File: src/rtl/regfile_bank.sv
// Parametrised multi-port register file with prioritised dual write, auto-incrementing PC
// register and per-register pending scoreboard. Optional write-to-read forwarding: REGFILE_BYPASS_EN.
module regfile_bank #(
  parameter int DATA_W  = 32,
  parameter int ADDR_W  = 4,
  parameter int NREAD   = 4,
  parameter int PC_ADDR = (1 << ADDR_W) - 1,
  parameter int PC_STEP = 1
) (
  input  logic                     clk,
  input  logic                     rst_n,
  input  logic [NREAD*ADDR_W-1:0]  rd_addr,
  output logic [NREAD*DATA_W-1:0]  rd_data,
  output logic [NREAD-1:0]         rd_pending,
  input  logic [1:0]               wr_en,
  input  logic [ADDR_W-1:0]        wr_addr0,
  input  logic [ADDR_W-1:0]        wr_addr1,
  input  logic [DATA_W-1:0]        wr_data0,
  input  logic [DATA_W-1:0]        wr_data1,
  input  logic                     pc_inc,
  output logic [DATA_W-1:0]        pc,
  input  logic                     rsv_en,
  input  logic [ADDR_W-1:0]        rsv_addr
);

  localparam int DEPTH = 1 << ADDR_W;

  logic [DATA_W-1:0] r_regs [DEPTH];
  logic [DEPTH-1:0]  r_pending;

  // One-hot decode of each write port and the reservation; entry 0 is never hit.
  logic [DEPTH-1:0]  w_hit0;
  logic [DEPTH-1:0]  w_hit1;
  logic [DEPTH-1:0]  w_rsv_hit;

  // NOTE: every always_comb output gets a default first so no latch is inferred.
  always_comb begin
    w_hit0    = '0;
    w_hit1    = '0;
    w_rsv_hit = '0;
    for (int i = 1; i < DEPTH; i++) begin
      w_hit0[i]    = wr_en[0] && (wr_addr0 == ADDR_W'(i));
      w_hit1[i]    = wr_en[1] && (wr_addr1 == ADDR_W'(i));
      w_rsv_hit[i] = rsv_en   && (rsv_addr == ADDR_W'(i));
    end
  end

  // NOTE: the array is reset explicitly because reset must clear every register, which rules
  // out RAM inference; sequential state uses non-blocking assignments only.
  always_ff @(posedge clk or negedge rst_n) begin
    if (!rst_n) begin
      for (int i = 0; i < DEPTH; i++) begin
        r_regs[i] <= '0;
      end
      r_pending <= '0;
    end else begin
      for (int i = 1; i < DEPTH; i++) begin
        if (w_hit1[i]) begin
          r_regs[i] <= wr_data1;
        end else if (w_hit0[i]) begin
          r_regs[i] <= wr_data0;
        end else if ((i == PC_ADDR) && pc_inc) begin
          r_regs[i] <= r_regs[i] + DATA_W'(PC_STEP);
        end

        // A new producer supersedes a same-cycle write, so the reservation takes priority.
        if (w_rsv_hit[i]) begin
          r_pending[i] <= 1'b1;
        end else if (w_hit0[i] || w_hit1[i]) begin
          r_pending[i] <= 1'b0;
        end
      end
    end
  end

  assign pc = r_regs[PC_ADDR];

  for (genvar k = 0; k < NREAD; k++) begin : g_rd
    logic [ADDR_W-1:0] w_addr;
    assign w_addr = rd_addr[k*ADDR_W +: ADDR_W];
`ifdef REGFILE_BYPASS_EN
    logic w_byp0;
    logic w_byp1;
    assign w_byp0 = w_hit0[w_addr];
    assign w_byp1 = w_hit1[w_addr];
    assign rd_data[k*DATA_W +: DATA_W] = w_byp1 ? wr_data1 :
                                         w_byp0 ? wr_data0 : r_regs[w_addr];
    // A forwarded value is complete unless a new producer is reserving the same register.
    assign rd_pending[k] = (w_byp0 || w_byp1) ? w_rsv_hit[w_addr] : r_pending[w_addr];
`else
    assign rd_data[k*DATA_W +: DATA_W] = r_regs[w_addr];
    assign rd_pending[k]               = r_pending[w_addr];
`endif
  end

endmodule

File: config.mk
export PLATFORM = sky130hd
export DESIGN_NAME = regfile_bank
export DESIGN_NICKNAME = d
export VERILOG_FILES = /design/src/rtl/regfile_bank.sv
export SDC_FILE = /design/constraint.sdc
export NUM_CORES = 2
export LEC_CHECK = 0
export CORE_MARGIN = 2
export CORE_UTILIZATION = 35
export DETAILED_ROUTE_END_ITERATION = 7
export DONT_BUFFER_PORTS = 1
export HOLD_SLACK_MARGIN = 0.05
export PLACE_DENSITY = 0.48
export SYNTH_ARGS = -nofsm -noshare
export SYNTH_HDL_FRONTEND = slang
export SYNTH_SLANG_ARGS = --single-unit
File: constraint.sdc
create_clock -name clk -period 3.1 [get_ports clk]
set_clock_uncertainty 0.1 [all_clocks]
set_input_delay 0.62 -clock clk [delete_from_list [all_inputs] [get_ports clk]]
set_output_delay 0.62 -clock clk [all_outputs]
set_load 0.02 [all_outputs]
==> run_summary.xml <==
<?xml version="1.0" encoding="UTF-8"?>
<metrics>
  <group name="synthesis">
    <metric name="synth_seq_cells" unit="">495</metric>
    <metric name="post_synth_main_area_contributors" unit="">dfrtp_1, mux4_2, mux2i_1, a21oi_1, mux2_2</metric>
    <metric name="syn_area_per_cell" unit="µm²">11.5</metric>
    <metric name="synth_top_cell_by_area" unit="">dfrtp_1</metric>
    <metric name="proportion_of_synthesized_chip_area_in_sequential_cells" unit="">0.314</metric>
    <metric name="number_of_enable_type_register_cells_in_the_synthesized_netlist" unit="">0</metric>
    <metric name="netlist_top_cells_count" unit="">mux4_2, dfrtp_1, mux2i_1, nor2_1, a21oi_1</metric>
    <metric name="yosys.cell_types.count" unit="">55</metric>
    <metric name="async_reset_ff_frac" unit="">1.00</metric>
    <metric name="syn-num-nets" unit="">3523</metric>
    <metric name="synth_ff_type" unit="">dfrtp_1</metric>
    <metric name="synth_top_area_frac" unit="">0.314</metric>
    <metric name="syn-cell-area" unit="µm²">39500</metric>
    <metric name="syn_inst" unit="">3424</metric>
    <metric name="most_instantiated_library_cell_after_synthesis" unit="">mux4_2</metric>
    <metric name="synth-warning-count" unit="">33</metric>
  </group>
  <group name="floorplan">
    <metric name="floorplan.die.width" unit="µm">340</metric>
    <metric name="io-pin-count" unit="">262</metric>
    <metric name="floorplan.initialDensity" unit="">0.352</metric>
    <metric name="die_area" unit="µm²">115000</metric>
    <metric name="die-height" unit="µm">340</metric>
    <metric name="rows" unit="">123</metric>
    <metric name="design.core.area" unit="µm²">112000</metric>
  </group>
  <group name="worst_setup_path">
    <metric name="rr_worst_depth" unit="">7</metric>
    <metric name="rr_startpoint" unit="">pc[1]</metric>
    <metric name="timing.critical_path.required" unit="ns">2.38</metric>
    <metric name="timing.critical_path.slowest_stage_cell" unit="">nor2b_4</metric>
    <metric name="worstSetupPathType" unit="">in -&gt; out</metric>
    <metric name="r2r-end" unit="">pc[22]</metric>
    <metric name="cp-startpoint" unit="">rd_addr[0]</metric>
    <metric name="timing.critical_path.cells" unit="">nor2b_4, buf_12, a22o_1, mux4_2</metric>
    <metric name="reg2reg_slack" unit="ns">0.61</metric>
    <metric name="path_depth" unit="">4</metric>
    <metric name="crit_path_max_incr_delay" unit="ns">0.83</metric>
    <metric name="critical_path.max_fanout" unit="">133</metric>
    <metric name="critical_path_buf_inv_count" unit="">1</metric>
    <metric name="setup.worst_path.start_class" unit="">input port</metric>
    <metric name="timing.critical_path.to_type" unit="">primary output</metric>
    <metric name="cpLargestDelayFamily" unit="">simple AND/OR/NAND/NOR gates</metric>
    <metric name="worstPathArrival" unit="ns">2.47</metric>
  </group>
  <group name="sta">
    <metric name="slew_headroom" unit="">-0.253</metric>
    <metric name="fin_crit_sh" unit="">1.03</metric>
    <metric name="finalSetupTns" unit="ns">-0.680</metric>
    <metric name="final.setup.worst_slack" unit="ns">-0.0871</metric>
    <metric name="hold_viol_final" unit="">407</metric>
    <metric name="tightestPinTransition" unit="ns">1.88</metric>
    <metric name="timing.final.max_slew_violations" unit="">237</metric>
    <metric name="timing.final.crit_period" unit="ns">3.19</metric>
    <metric name="grt_setup_unrepaired" unit="">yes</metric>
    <metric name="final.hold.worst_slack" unit="ns">-0.390</metric>
    <metric name="setup_viol" unit="">18</metric>
    <metric name="clock.fmax" unit="GHz">0.314</metric>
  </group>
  <group name="global_routing">
    <metric name="grt_pass1_wl" unit="µm">235000</metric>
    <metric name="grt_start_max_net_pins" unit="">496</metric>
    <metric name="gr-total-overflow" unit="">0</metric>
    <metric name="grt_pass1_vias" unit="">29294</metric>
    <metric name="antenna_found_initial" unit="">1</metric>
    <metric name="track_usage" unit="">0.281</metric>
  </group>
  <group name="drt">
    <metric name="routedWlPerCell" unit="µm">34.6</metric>
    <metric name="wl" unit="µm">164000</metric>
    <metric name="route.detailed.drc" unit="">0</metric>
    <metric name="drt_iter0_drc" unit="">2899</metric>
    <metric name="vias_per_cell" unit="">6.36</metric>
    <metric name="final_antenna_violating_net_count" unit="">0</metric>
    <metric name="route.vias.total" unit="">30096</metric>
    <metric name="drt_pre_antenna_iters" unit="">6</metric>
  </group>
  <group name="power">
    <metric name="netSwitchingFraction" unit="">0.349</metric>
    <metric name="power.switching" unit="mW">9.60</metric>
    <metric name="power_frac_clock" unit="">0.287</metric>
    <metric name="internal_power" unit="mW">17.9</metric>
    <metric name="report.power.total" unit="mW">27.5</metric>
    <metric name="power_density" unit="nW/µm²">638</metric>
    <metric name="power.sequential.fraction" unit="">0.384</metric>
    <metric name="irDropWorstVdd" unit="V">0.000350</metric>
    <metric name="p_comb_frac" unit="">0.329</metric>
    <metric name="leakagePower" unit="nW">16.5</metric>
  </group>
  <group name="worst_hold_path">
    <metric name="hold_path.class" unit="">in -&gt; async</metric>
  </group>
  <group name="finish">
    <metric name="final_area" unit="µm²">43100</metric>
    <metric name="area_growth" unit="%">9.21</metric>
    <metric name="instances_no_fill" unit="">4734</metric>
    <metric name="final_core_utilization" unit="">0.384</metric>
    <metric name="fin_nets" unit="">3282</metric>
    <metric name="drive_gt1_frac" unit="">0.281</metric>
  </group>
  <group name="clock_network">
    <metric name="worst_skew_pair.late_latency" unit="ns">0.63</metric>
    <metric name="tritoncts" unit="">built</metric>
    <metric name="cts_max_path_buffers" unit="">3</metric>
    <metric name="cts-buffers-inserted" unit="">67</metric>
    <metric name="cell_at_the_root_of_the_clock_tree" unit="">clkbuf_16</metric>
    <metric name="tritoncts_num_sinks" unit="">495</metric>
    <metric name="clk_pin_slew" unit="ns">0.06</metric>
    <metric name="cts_htree_levels" unit="">3</metric>
    <metric name="cts_hold_buffers" unit="">40</metric>
  </group>
  <group name="outcome">
    <metric name="status" unit="">finished with violations</metric>
    <metric name="violations_in_the_final_reports" unit="">negative hold slack, max-slew violations, negative setup slack</metric>
  </group>
  <group name="place">
    <metric name="placement.io_buffers" unit="">0</metric>
    <metric name="dp_hpwl" unit="µm">96800</metric>
    <metric name="weighted_congestion_at_the_end_of_routability_driven_global_placement" unit="">0.844</metric>
    <metric name="dp.cells" unit="">4567</metric>
    <metric name="post_dp_area" unit="µm²">40400</metric>
    <metric name="dp_worst_setup_slack" unit="ns">-0.00917</metric>
  </group>
  <group name="run">
    <metric name="timing.max_cap.violations" unit="">0</metric>
  </group>
</metrics>
## worst max path at each step
stage	slack (ns)	endpoint
floorplan	0.12	rd_data[55]
global placement	-0.01	rd_data[70]
detailed placement	-0.009	rd_data[73]
CTS	0.01	rd_data[127]
global route	-0.003	rd_data[127]
finish	-0.09	rd_data[20]
## cell type report
| cell class | count | area, µm² |
|---|---|---|
| Multi-Input combinational cell | 2474 | 25200 |
| Inverter | 3 | 11.3 |
| Timing Repair Buffer | 142 | 1470 |
| Sequential cell | 495 | 12400 |
| Fill cell | 10645 | 69100 |
| Clock inverter | 18 | 173 |
| Tap cell | 1500 | 1880 |
| Clock buffer | 100 | 1990 |
| Antenna cell | 2 | 5.00 |
## registers in the layout, summed over array words and instances (netlist names)
name and cells:
r_regs 448, r_pending 15, pc 32
## worst register-to-register path: stages, from the launching register on
cell and delay [ns]:
dfrtp_1 0.41, buf_4 0.25, ha_1 0.26, and4_1 0.39, nand4_1 0.28, nor3_1 0.40, a21oi_1 0.13, a2bb2oi_1 0.14
## routing by layer
metal	vias to the layer above	global-route usage	share of wire
met5	-	0	0.000079
met4	2	0.0957	0.034
met3	262	0.0957	0.11
met2	1345	0.433	0.46
met1	15740	0.370	0.40
li1	12747	-	-
## cell families after synthesis
group           after synthesis  share of synthesized area
xor+xnor                     18                    0.00399
compound gates              687                      0.104
fa+ha+maj                     1                   0.000317
flops                       495                      0.314
simple gates                658                     0.0703
mux                        1110                      0.453
buf+inv                     455                     0.0544
## power groups by stage
| stage | clock network (mW) | registers, mW | logic (mW) |
|---|---|---|---|
| floorplan | 0 | 9.58 | 7.92 |
| global placement | 0 | 10.5 | 8.79 |
| detailed placement | 0 | 10.6 | 8.86 |
| CTS | 8.04 | 10.5 | 9.03 |
| global route | 8.30 | 10.9 | 9.61 |
| finish | 7.90 | 10.6 | 9.05 |
## timing repair
item / 4_1_cts / 5_1_grt
endpoints found under the hold margin: 940 / 495
resized for setup: 11 / 3
endpoints found under the setup margin: 41 / 21
buffers inserted: 5 / 2
## placed cells by master, fill, tap and decap left out, types with 78 or more instances in the layout
cell type	synthesis	routed
mux2i_1	450	450
nor2_1	354	346
mux2_2	120	120
o21ai_0	128	127
mux4_2	528	528
a22o_1	131	131
buf_4	36	78
nand2_1	193	184
dfrtp_1	495	481
a21oi_1	338	338
Note: power is estimated with default switching activity, not from simulation.
